[src/rtl/mem_ctrl_pkg.sv]
// -----------------------------------------------------------------------------
// mem_ctrl_pkg
// Shared types and constants for the memory request front-end.
//   DEF_*          default widths/depths used as parameter defaults
//   cmd_t          command word at default widths {wr, addr, wdata}
//   ctrl_state_e   issue FSM states
//   sat_inc16      16-bit saturating increment used by the optional stats
// -----------------------------------------------------------------------------
package mem_ctrl_pkg;

  localparam int DEF_ADDR_W    = 8;
  localparam int DEF_DATA_W    = 32;
  localparam int DEF_CMD_DEPTH = 4;
  localparam int DEF_RSP_DEPTH = 4;
  localparam int DEF_RD_LAT    = 1;

  typedef struct packed {
    logic                  wr;
    logic [DEF_ADDR_W-1:0] addr;
    logic [DEF_DATA_W-1:0] wdata;
  } cmd_t;

  typedef enum logic [1:0] {
    IDLE        = 2'd0,
    ISSUE       = 2'd1,
    WAIT_CREDIT = 2'd2
  } ctrl_state_e;

  function automatic logic [15:0] sat_inc16(input logic [15:0] value);
    return (value == 16'hFFFF) ? value : (value + 16'd1);
  endfunction

endpackage

[src/rtl/mem_req_ctrl_if.sv]
// -----------------------------------------------------------------------------
// mem_req_ctrl_if
// Bundles the command stream, the response stream and the memory pins.
//   req_valid/req_ready/req_wr/req_addr/req_wdata   command stream
//   rsp_valid/rsp_ready/rsp_rdata                   read response stream
//   mem_rd_en/mem_wr_en/mem_addr/mem_wdata          pins toward memory
//   mem_rdata                                       read data from memory
// Modports:
//   slave  - controller view (consumes commands, produces responses, drives memory)
//   master - environment view (traffic source, response sink and memory model)
// -----------------------------------------------------------------------------
interface mem_req_ctrl_if #(
  parameter int ADDR_W = mem_ctrl_pkg::DEF_ADDR_W,
  parameter int DATA_W = mem_ctrl_pkg::DEF_DATA_W
) ();

  logic              req_valid;
  logic              req_ready;
  logic              req_wr;
  logic [ADDR_W-1:0] req_addr;
  logic [DATA_W-1:0] req_wdata;

  logic              rsp_valid;
  logic              rsp_ready;
  logic [DATA_W-1:0] rsp_rdata;

  logic              mem_rd_en;
  logic              mem_wr_en;
  logic [ADDR_W-1:0] mem_addr;
  logic [DATA_W-1:0] mem_wdata;
  logic [DATA_W-1:0] mem_rdata;

  modport slave (
    input  req_valid, req_wr, req_addr, req_wdata,
    output req_ready,
    output rsp_valid, rsp_rdata,
    input  rsp_ready,
    output mem_rd_en, mem_wr_en, mem_addr, mem_wdata,
    input  mem_rdata
  );

  modport master (
    output req_valid, req_wr, req_addr, req_wdata,
    input  req_ready,
    input  rsp_valid, rsp_rdata,
    output rsp_ready,
    input  mem_rd_en, mem_wr_en, mem_addr, mem_wdata,
    output mem_rdata
  );

endinterface

[src/rtl/mem_ctrl_fifo.sv]
// -----------------------------------------------------------------------------
// mem_ctrl_fifo
// Synchronous FIFO with synchronous active-low reset and an occupancy count.
// Head data is presented combinationally; push when full and pop when empty
// are ignored.
//   clk    clock
//   reset  synchronous active-low reset (empties the FIFO)
//   push   write din
//   pop    advance head
//   din    write data
//   dout   head entry
//   count  number of stored entries (0..DEPTH)
// -----------------------------------------------------------------------------
module mem_ctrl_fifo #(
  parameter int WIDTH = 8,
  parameter int DEPTH = 4
) (
  input  logic                   clk,
  input  logic                   reset,
  input  logic                   push,
  input  logic                   pop,
  input  logic [WIDTH-1:0]       din,
  output logic [WIDTH-1:0]       dout,
  output logic [$clog2(DEPTH):0] count
);

  localparam int PTR_W = $clog2(DEPTH);
  localparam int CNT_W = PTR_W + 1;

  logic [WIDTH-1:0] store_r [DEPTH];
  logic [PTR_W-1:0] wr_ptr_r;
  logic [PTR_W-1:0] rd_ptr_r;
  logic [CNT_W-1:0] count_r;
  logic             do_push_s;
  logic             do_pop_s;

  assign do_push_s = push && (count_r != CNT_W'(DEPTH));
  assign do_pop_s  = pop && (count_r != CNT_W'(0));
  assign dout      = store_r[rd_ptr_r];
  assign count     = count_r;

  // Storage write; contents need no reset since count gates visibility
  always_ff @(posedge clk) begin
    if (reset && do_push_s) begin
      store_r[wr_ptr_r] <= din;
    end
  end

  // Pointers wrap naturally because DEPTH is a power of two
  always_ff @(posedge clk) begin
    if (!reset) begin
      wr_ptr_r <= PTR_W'(0);
      rd_ptr_r <= PTR_W'(0);
      count_r  <= CNT_W'(0);
    end else begin
      if (do_push_s) begin
        wr_ptr_r <= wr_ptr_r + PTR_W'(1);
      end
      if (do_pop_s) begin
        rd_ptr_r <= rd_ptr_r + PTR_W'(1);
      end
      case ({do_push_s, do_pop_s})
        2'b10:   count_r <= count_r + CNT_W'(1);
        2'b01:   count_r <= count_r - CNT_W'(1);
        default: count_r <= count_r;
      endcase
    end
  end

endmodule

[src/rtl/mem_req_ctrl.sv]
// -----------------------------------------------------------------------------
// mem_req_ctrl
// Request front-end for a simple synchronous memory. Commands are queued in a
// command FIFO and issued in order, one per cycle, as registered rd_en/wr_en
// pulses. Read data is captured RD_LAT cycles after each rd_en pulse into a
// response FIFO and returned in issue order. Reads only issue while
// (in-flight reads + buffered responses) < RSP_DEPTH, so the response FIFO
// can never overflow.
// Ports:
//   clk     clock, rising edge
//   reset   synchronous active-low reset; drops queued and in-flight commands
//   bus     mem_req_ctrl_if.slave (command stream, response stream, memory pins)
//   stat_rd_cnt / stat_wr_cnt  (only with MEM_REQ_CTRL_STATS_EN defined)
//           saturating 16-bit counts of issued reads / writes
// Optional build macro: MEM_REQ_CTRL_STATS_EN
// -----------------------------------------------------------------------------
module mem_req_ctrl
  import mem_ctrl_pkg::*;
#(
  parameter int ADDR_W    = DEF_ADDR_W,
  parameter int DATA_W    = DEF_DATA_W,
  parameter int CMD_DEPTH = DEF_CMD_DEPTH,
  parameter int RSP_DEPTH = DEF_RSP_DEPTH,
  parameter int RD_LAT    = DEF_RD_LAT
) (
  input  logic                clk,
  input  logic                reset,
  mem_req_ctrl_if.slave       bus
`ifdef MEM_REQ_CTRL_STATS_EN
  ,
  output logic [15:0]         stat_rd_cnt,
  output logic [15:0]         stat_wr_cnt
`endif
);

  localparam int CMD_W  = 1 + ADDR_W + DATA_W;
  localparam int CCNT_W = $clog2(CMD_DEPTH) + 1;
  localparam int RCNT_W = $clog2(RSP_DEPTH) + 1;
  localparam int SUM_W  = RCNT_W + 1;

  // Command word at this instance's widths
  typedef struct packed {
    logic              wr;
    logic [ADDR_W-1:0] addr;
    logic [DATA_W-1:0] wdata;
  } cmd_word_t;

  ctrl_state_e       state_r;
  ctrl_state_e       state_nxt_s;

  cmd_word_t         cmd_in_s;
  cmd_word_t         cmd_head_s;
  logic [CMD_W-1:0]  cmd_head_vec_s;
  logic [CCNT_W-1:0] cmd_count_s;
  logic              cmd_push_s;
  logic              cmd_pop_s;
  logic              cmd_empty_s;
  logic              cmd_full_s;

  logic [DATA_W-1:0] rsp_head_s;
  logic [RCNT_W-1:0] rsp_count_s;
  logic              rsp_push_s;
  logic              rsp_pop_s;
  logic              rsp_valid_s;

  logic              issue_rd_s;
  logic              issue_wr_s;
  logic              head_go_s;
  logic              credit_ok_s;
  logic [SUM_W-1:0]  credit_sum_s;
  logic [RCNT_W-1:0] inflight_r;
  logic [RD_LAT-1:0] rd_pipe_r;

  logic              mem_rd_en_r;
  logic              mem_wr_en_r;
  logic [ADDR_W-1:0] mem_addr_r;
  logic [DATA_W-1:0] mem_wdata_r;

  // ---------------------------------------------------------------------------
  // Command FIFO
  // ---------------------------------------------------------------------------
  assign cmd_in_s    = {bus.req_wr, bus.req_addr, bus.req_wdata};
  assign cmd_head_s  = cmd_word_t'(cmd_head_vec_s);
  assign cmd_full_s  = (cmd_count_s == CCNT_W'(CMD_DEPTH));
  assign cmd_empty_s = (cmd_count_s == CCNT_W'(0));
  // Ready is held low through reset so nothing is accepted into a FIFO being cleared
  assign bus.req_ready = reset && !cmd_full_s;
  assign cmd_push_s    = bus.req_valid && bus.req_ready;
  assign cmd_pop_s     = issue_rd_s || issue_wr_s;

  mem_ctrl_fifo #(
    .WIDTH (CMD_W),
    .DEPTH (CMD_DEPTH)
  ) u_cmd_fifo (
    .clk   (clk),
    .reset (reset),
    .push  (cmd_push_s),
    .pop   (cmd_pop_s),
    .din   (cmd_in_s),
    .dout  (cmd_head_vec_s),
    .count (cmd_count_s)
  );

  // ---------------------------------------------------------------------------
  // Response FIFO, fed by the read-latency shift register
  // ---------------------------------------------------------------------------
  assign rsp_push_s    = rd_pipe_r[RD_LAT-1];
  assign rsp_valid_s   = (rsp_count_s != RCNT_W'(0));
  assign rsp_pop_s     = rsp_valid_s && bus.rsp_ready;
  assign bus.rsp_valid = rsp_valid_s;
  // Head entry is stable until popped; forced to zero when nothing is buffered
  assign bus.rsp_rdata = rsp_valid_s ? rsp_head_s : {DATA_W{1'b0}};

  mem_ctrl_fifo #(
    .WIDTH (DATA_W),
    .DEPTH (RSP_DEPTH)
  ) u_rsp_fifo (
    .clk   (clk),
    .reset (reset),
    .push  (rsp_push_s),
    .pop   (rsp_pop_s),
    .din   (bus.mem_rdata),
    .dout  (rsp_head_s),
    .count (rsp_count_s)
  );

  // ---------------------------------------------------------------------------
  // Credit: every read already issued but not yet buffered, plus every buffered
  // response, holds one response FIFO slot.
  // ---------------------------------------------------------------------------
  assign credit_sum_s = {1'b0, inflight_r} + {1'b0, rsp_count_s};
  assign credit_ok_s  = (credit_sum_s < SUM_W'(RSP_DEPTH));
  assign head_go_s    = !cmd_empty_s && (cmd_head_s.wr || credit_ok_s);

  // Next-state and issue decision; the head is issued in the same cycle the
  // FSM leaves IDLE so an empty pipe costs no extra cycle
  always_comb begin
    state_nxt_s = state_r;
    issue_rd_s  = 1'b0;
    issue_wr_s  = 1'b0;
    case (state_r)
      IDLE, ISSUE, WAIT_CREDIT: begin
        if (cmd_empty_s) begin
          state_nxt_s = IDLE;
        end else if (head_go_s) begin
          state_nxt_s = ISSUE;
          issue_wr_s  = cmd_head_s.wr;
          issue_rd_s  = !cmd_head_s.wr;
        end else begin
          state_nxt_s = WAIT_CREDIT;
        end
      end
      default: begin
        state_nxt_s = IDLE;
      end
    endcase
  end

  // FSM state register
  always_ff @(posedge clk) begin
    if (!reset) begin
      state_r <= IDLE;
    end else begin
      state_r <= state_nxt_s;
    end
  end

  // Registered memory pins: one enable pulse per popped command, address and
  // write data hold their last value between issues
  always_ff @(posedge clk) begin
    if (!reset) begin
      mem_rd_en_r <= 1'b0;
      mem_wr_en_r <= 1'b0;
      mem_addr_r  <= {ADDR_W{1'b0}};
      mem_wdata_r <= {DATA_W{1'b0}};
    end else begin
      mem_rd_en_r <= issue_rd_s;
      mem_wr_en_r <= issue_wr_s;
      if (cmd_pop_s) begin
        mem_addr_r <= cmd_head_s.addr;
      end
      if (issue_wr_s) begin
        mem_wdata_r <= cmd_head_s.wdata;
      end
    end
  end

  assign bus.mem_rd_en = mem_rd_en_r;
  assign bus.mem_wr_en = mem_wr_en_r;
  assign bus.mem_addr  = mem_addr_r;
  assign bus.mem_wdata = mem_wdata_r;

  // Read-latency shift: tap RD_LAT-1 marks the cycle mem_rdata is valid
  always_ff @(posedge clk) begin
    if (!reset) begin
      rd_pipe_r <= {RD_LAT{1'b0}};
    end else begin
      rd_pipe_r[0] <= mem_rd_en_r;
      for (int i = 1; i < RD_LAT; i++) begin
        rd_pipe_r[i] <= rd_pipe_r[i-1];
      end
    end
  end

  // In-flight read counter: up on read issue, down when its data is buffered
  always_ff @(posedge clk) begin
    if (!reset) begin
      inflight_r <= RCNT_W'(0);
    end else begin
      case ({issue_rd_s, rsp_push_s})
        2'b10:   inflight_r <= inflight_r + RCNT_W'(1);
        2'b01:   inflight_r <= inflight_r - RCNT_W'(1);
        default: inflight_r <= inflight_r;
      endcase
    end
  end

`ifdef MEM_REQ_CTRL_STATS_EN
  logic [15:0] stat_rd_cnt_r;
  logic [15:0] stat_wr_cnt_r;

  // Saturating issue counters, advanced on the edge that raises each enable
  always_ff @(posedge clk) begin
    if (!reset) begin
      stat_rd_cnt_r <= 16'd0;
      stat_wr_cnt_r <= 16'd0;
    end else begin
      if (issue_rd_s) begin
        stat_rd_cnt_r <= sat_inc16(stat_rd_cnt_r);
      end
      if (issue_wr_s) begin
        stat_wr_cnt_r <= sat_inc16(stat_wr_cnt_r);
      end
    end
  end

  assign stat_rd_cnt = stat_rd_cnt_r;
  assign stat_wr_cnt = stat_wr_cnt_r;
`endif

endmodule

[src/flat_wrapper.sv]
// flat-port wrapper written by rule: the top's interface ports become plain ports
module mem_req_ctrl_flat import mem_ctrl_pkg::*;
#(
  parameter int ADDR_W    = DEF_ADDR_W,
  parameter int DATA_W    = DEF_DATA_W,
  parameter int CMD_DEPTH = DEF_CMD_DEPTH,
  parameter int RSP_DEPTH = DEF_RSP_DEPTH,
  parameter int RD_LAT    = DEF_RD_LAT
)
  (clk, reset, bus_req_valid, bus_req_wr, bus_req_addr, bus_req_wdata, bus_req_ready, bus_rsp_valid, bus_rsp_rdata, bus_rsp_ready, bus_mem_rd_en, bus_mem_wr_en, bus_mem_addr, bus_mem_wdata, bus_mem_rdata);
  mem_req_ctrl_if #(.ADDR_W(ADDR_W), .DATA_W(DATA_W)) bus_i ();
  input  logic clk;
  input  logic reset;
  input wire logic [$bits(bus_i.req_valid)-1:0] bus_req_valid;
  input wire logic [$bits(bus_i.req_wr)-1:0] bus_req_wr;
  input wire logic [$bits(bus_i.req_addr)-1:0] bus_req_addr;
  input wire logic [$bits(bus_i.req_wdata)-1:0] bus_req_wdata;
  output wire logic [$bits(bus_i.req_ready)-1:0] bus_req_ready;
  output wire logic [$bits(bus_i.rsp_valid)-1:0] bus_rsp_valid;
  output wire logic [$bits(bus_i.rsp_rdata)-1:0] bus_rsp_rdata;
  input wire logic [$bits(bus_i.rsp_ready)-1:0] bus_rsp_ready;
  output wire logic [$bits(bus_i.mem_rd_en)-1:0] bus_mem_rd_en;
  output wire logic [$bits(bus_i.mem_wr_en)-1:0] bus_mem_wr_en;
  output wire logic [$bits(bus_i.mem_addr)-1:0] bus_mem_addr;
  output wire logic [$bits(bus_i.mem_wdata)-1:0] bus_mem_wdata;
  input wire logic [$bits(bus_i.mem_rdata)-1:0] bus_mem_rdata;
  assign bus_i.req_valid = bus_req_valid;
  assign bus_i.req_wr = bus_req_wr;
  assign bus_i.req_addr = bus_req_addr;
  assign bus_i.req_wdata = bus_req_wdata;
  assign bus_req_ready = bus_i.req_ready;
  assign bus_rsp_valid = bus_i.rsp_valid;
  assign bus_rsp_rdata = bus_i.rsp_rdata;
  assign bus_i.rsp_ready = bus_rsp_ready;
  assign bus_mem_rd_en = bus_i.mem_rd_en;
  assign bus_mem_wr_en = bus_i.mem_wr_en;
  assign bus_mem_addr = bus_i.mem_addr;
  assign bus_mem_wdata = bus_i.mem_wdata;
  assign bus_i.mem_rdata = bus_mem_rdata;
  mem_req_ctrl #(.ADDR_W(ADDR_W), .DATA_W(DATA_W), .CMD_DEPTH(CMD_DEPTH), .RSP_DEPTH(RSP_DEPTH), .RD_LAT(RD_LAT)) u_core (.clk(clk), .reset(reset), .bus(bus_i));
endmodule
[config.mk]
export PLATFORM = sky130hd
export DESIGN_NAME = mem_req_ctrl_flat
export DESIGN_NICKNAME = d
export VERILOG_FILES = /design/src/rtl/mem_ctrl_pkg.sv /design/src/rtl/mem_req_ctrl_if.sv /design/src/rtl/mem_ctrl_fifo.sv /design/src/rtl/mem_req_ctrl.sv /design/src/flat_wrapper.sv
export SDC_FILE = /design/constraint.sdc
export NUM_CORES = 1
export LEC_CHECK = 0
export BUFFER_PORTS_ARGS = -buffer_cell sky130_fd_sc_hd__buf_2
export CAP_MARGIN = 10
export CELL_PAD_IN_SITES_DETAIL_PLACEMENT = 2
export CELL_PAD_IN_SITES_GLOBAL_PLACEMENT = 2
export CORE_ASPECT_RATIO = 0.75
export CORE_UTILIZATION = 47
export DETAILED_ROUTE_END_ITERATION = 12
export GPL_TIMING_DRIVEN = 0
export MAX_ROUTING_LAYER = met4
export PLACE_DENSITY = 0.87
export SLEW_MARGIN = 20
export SYNTH_ARGS = -nofsm -noshare
export SYNTH_HDL_FRONTEND = slang
export SYNTH_SLANG_ARGS = --single-unit
[constraint.sdc]
create_clock -name clk -period 7.3 [get_ports clk]
set_clock_uncertainty 0.05 [all_clocks]
set_input_delay 0.365 -clock clk [delete_from_list [all_inputs] [get_ports clk]]
set_output_delay 0.365 -clock clk [all_outputs]
set_load 0.02 [all_outputs]
==> impl_metrics.yaml <==
run_status:
  status: "finished, final reports clean"
global_route:
  grt_pass1_vias: 8538
  grt.total_usage_pct: 27.1
  grt_max_degree: 42
  grt_pass1_wl_mm: 55.3
  overflow: 0
  antenna_found_initial: 3
critical_path:
  max_stage_delay_ps: 470
  worstPathArrival_ps: 3770
  crit_top_cell: "ha_1"
  slowest_stage: "fa_1"
  worstSetupEndpointType: "flop"
  crit_type: "reg -> reg"
  cp_num_buf_inv: 2
  ff2ff_path_depth: 11
  cp_cell_sequence: "ha_1 > nor3_1 > a21oi_2 > buf_4 > nor2_1 > ha_1 > inv_1 > fa_1 > xor2_1 > or3_1 > a21oi_1"
  crit_family: "adder cells"
  crit_fanout: 10
  critPathRequiredTime_ps: 7690
  worstSetupPathDepth: 11
  start_kind: "flop"
logic_synthesis:
  yosys.area.top_type: "edfxtp_1"
  syn-num-nets: 830
  postSynthRegisterBits: 358
  async_flop_share_pct: 0
  synth_top_family_by_area: "multiplexers"
  yosys-top-cells-area: "edfxtp_1 65%, mux4_2 12%, dfxtp_1 9.9%"
  yosysWarnings: 0
  synth_top_area_share_pct: 65.4
  synthSimpleGateAreaFrac_pct: 5.46
  netlist_instances: 737
  synth_xor_area_share_pct: 0.653
  avgSynthCellArea_um2: 18.2
  synth_edf_count: 292
  synthesis.area_um2: 13400
  synth_mux_area_share_pct: 12.3
  synth_compound_area_share_pct: 2.69
  yosys_most_used_dff: "edfxtp_1"
  yosysSeqAreaShare_pct: 75.2
  synth-adder-area-share_pct: 1.66
  ys_types: 32
sta:
  fin_hold_ws_ps: 6.80
  hold_violations: 0
  max_slew.worst_pin.slew_ps: 901
  clock.fmax_mhz: 295
  fin_tns_setup_ps: 0
  slew_viol_final: 0
  rsz0062_at_grt: "no"
  setup_viol: 0
  relSlewSlack_pct: 40.0
  min_period_ps: 3390
  timing.final.crit_share_pct: 46.4
min_path:
  min_delay_path_depth: 1
  hold_path.class: "in -> reg"
cts:
  h-tree-depth: 2
  clkLatencyLatePin_ps: 530
  clockRootBuffer: "clkbuf_16"
  cts.clk_slew.worst_paths_ps: 60
  clk_path_buf_depth: 3
  cts_resized: 0
  cts-buffers-inserted: 37
  cts.sinks: 358
  tritoncts: "built"
pwr:
  power_density_nw_per_um2: 358
  irDropWorstVdd_uv: 243
  switching_power_mw: 1.80
  clkPwrFrac_pct: 31.6
  p_comb_share_pct: 25.7
  power_mw: 5.76
  p_int_mw: 3.96
  switching_share_pct: 31.3
  cellLeakagePower_nw: 5.60
  sequentialPowerShare_pct: 42.7
floorplan:
  core_um2: 28100
  die_w_um: 197
  dieHeight_um: 148
  die_area_um2: 29200
  pin_count: 153
  rows: 53
  start_util_pct: 47.8
final_layout:
  syn_to_final_growth_pct: 20.0
  fin_util_pct: 57.3
  fill_cells: 2384
  design_area_um2: 16100
  drive_gt1_share_pct: 31.3
  final_nets: 1043
detailed_routing:
  vias: 7408
  drt_wl_total_mm: 36.9
  drt-initial-drc-count: 371
  avgViaCountPerCell: 5.43
  wire_per_inst_um: 27.1
  ant_nets: 0
  dr.pass1.iters: 4
  drc: 0
place:
  portBuffers: 152
  place_area_um2: 14800
  gp_congestion: 0.722
  hpwl_mm: 23.6
flow_run:
  max-cap-violations: 0
-- cells in the mapped netlist, types with 3 or more instances --
library cell	number
nand2_1	69
xor2_1	7
and3_1	6
xnor2_1	3
nor2_1	19
buf_6	4
a21oi_1	50
buf_2	12
dfxtp_1	66
or3_1	6
mux4_2	73
clkbuf_1	19
and2_1	39
ha_1	13
fa_1	3
nand3_1	11
o21ai_0	4
inv_1	18
o21ai_1	8
edfxtp_1	292
-- repair_timing --
action                    CTS  global route
setup buffers               0             0
hold buffers               18             0
hold endpoints to repair   64             0
-- layer usage --
metal | track usage, % | share of wire [%]
met1 | 33.4 | 42
met2 | 47.4 | 54
met3 | 4.01 | 3.2
met4 | 6.47 | 1.5
met5 | - | 0
-- kinds of logic (layout without fill, tap and decap cells) --
kind of cell	Yosys count	in the layout
flip-flops	358	358
multiplexers	74	74
AO/OA/AOI/OAI	68	68
XOR/XNOR	10	10
adder cells (fa/ha/maj)	16	16
buffers and inverters	57	297
AND/OR/NAND/NOR	154	154
other	0	3
-- power groups by stage --
| stage | sequential [mW] | combinational [mW] | clock [mW] |
|---|---|---|---|
| 3_5_place_dp | 2.49 | 1.44 | 0 |
| 4_1_cts | 2.46 | 1.50 | 1.85 |
| 2_1_floorplan | 2.55 | 0.868 | 0 |
| 5_1_grt | 2.47 | 1.59 | 1.92 |
| 6_report | 2.46 | 1.48 | 1.82 |
| 3_3_place_gp | 2.48 | 1.34 | 0 |
-- final cells by class --
cell class | count | area (um^2) | share of cell area, %
Tap cell | 385 | 482 | 2.99
Timing Repair Buffer | 174 | 1030 | 6.39
Inverter | 19 | 71.3 | 0.443
Clock inverter | 11 | 88.8 | 0.552
Clock buffer | 55 | 1050 | 6.56
Sequential cell | 358 | 10100 | 62.7
Antenna cell | 3 | 7.51 | 0.0467
Buffer | 38 | 191 | 1.19
Multi-Input combinational cell | 322 | 3070 | 19.1
-- final timing paths --
kind                                                 start                               end  slack [ps]
worst max register to register  u_core.u_rsp_fifo.count[2]        u_core.u_cmd_fifo.count[2]        3910
worst min register to register        u_core.bus.mem_rd_en                  u_core.rd_pipe_r         420
worst min-delay path                     bus_req_wdata[29]  u_core.u_cmd_fifo.store_r[2][29]           7
worst max-delay path            u_core.u_rsp_fifo.count[2]        u_core.u_cmd_fifo.count[2]        3910
-- per-stage QoR --
| stage | setup slack (ps) | std cells |
|---|---|---|
| 2_1_floorplan | 4700 | 737 |
| 3_3_place_gp | 3660 | 1274 |
| 3_5_place_dp | 4040 | 1278 |
| 4_1_cts | 3890 | 1362 |
| 5_1_grt | 3750 | 1365 |
| 6_report | 3910 | 1365 |
-- flip-flops by register name, indices dropped and copies added, names as in the netlist, 2 cells and up, named ones only --
name                        cells
u_core.u_cmd_fifo.store_r     164
u_core.u_rsp_fifo.store_r     128
u_core.bus.mem_wdata           32
u_core.bus.mem_addr             8
u_core.inflight_r               3
u_core.u_cmd_fifo.count         3
u_core.u_rsp_fifo.count         3
u_core.state_r                  2
u_core.u_cmd_fifo.rd_ptr_r      2
u_core.u_cmd_fifo.wr_ptr_r      2
u_core.u_rsp_fifo.rd_ptr_r      2
u_core.u_rsp_fifo.wr_ptr_r      2
-- layout by cell type (no fill, tap or decap), types with 2 or more instances in the layout --
master / netlist / layout
and2_4: 0 / 4
and2_1: 39 / 35
inv_1: 18 / 18
buf_1: 2 / 2
dlygate4sd3_1: 0 / 18
diode_2: 0 / 3
ha_1: 13 / 13
nor3_1: 2 / 2
o31ai_1: 2 / 2
or3_1: 6 / 6
clkinv_2: 0 / 4
xnor2_1: 3 / 3
and3_2: 0 / 4
a21oi_1: 50 / 50
nor2_1: 19 / 19
mux4_2: 73 / 73
buf_12: 0 / 3
o21ai_0: 4 / 4
buf_2: 12 / 164
nand2_1: 69 / 69
o21ai_1: 8 / 8
xor2_1: 7 / 7
dfxtp_1: 66 / 66
buf_6: 4 / 4
fa_1: 3 / 3
clkbuf_8: 0 / 4
nand3_1: 11 / 11
clkbuf_16: 0 / 38
edfxtp_1: 292 / 292
clkinv_1: 1 / 5
clkbuf_1: 19 / 32
and3_1: 6 / 2
-- worst reg2reg max path, delay by kind of cell, from the launching register on --
family                     cells  cell delay, ps
DFF                            1             430
and+or+nand+nor                3             990
adders and majority gates      3            1020
AOI/OAI and AO/OA              2             340
buffers and inverters          2             300
xor gates and xnor gates       1             180
(Power assumes the default switching activity.)
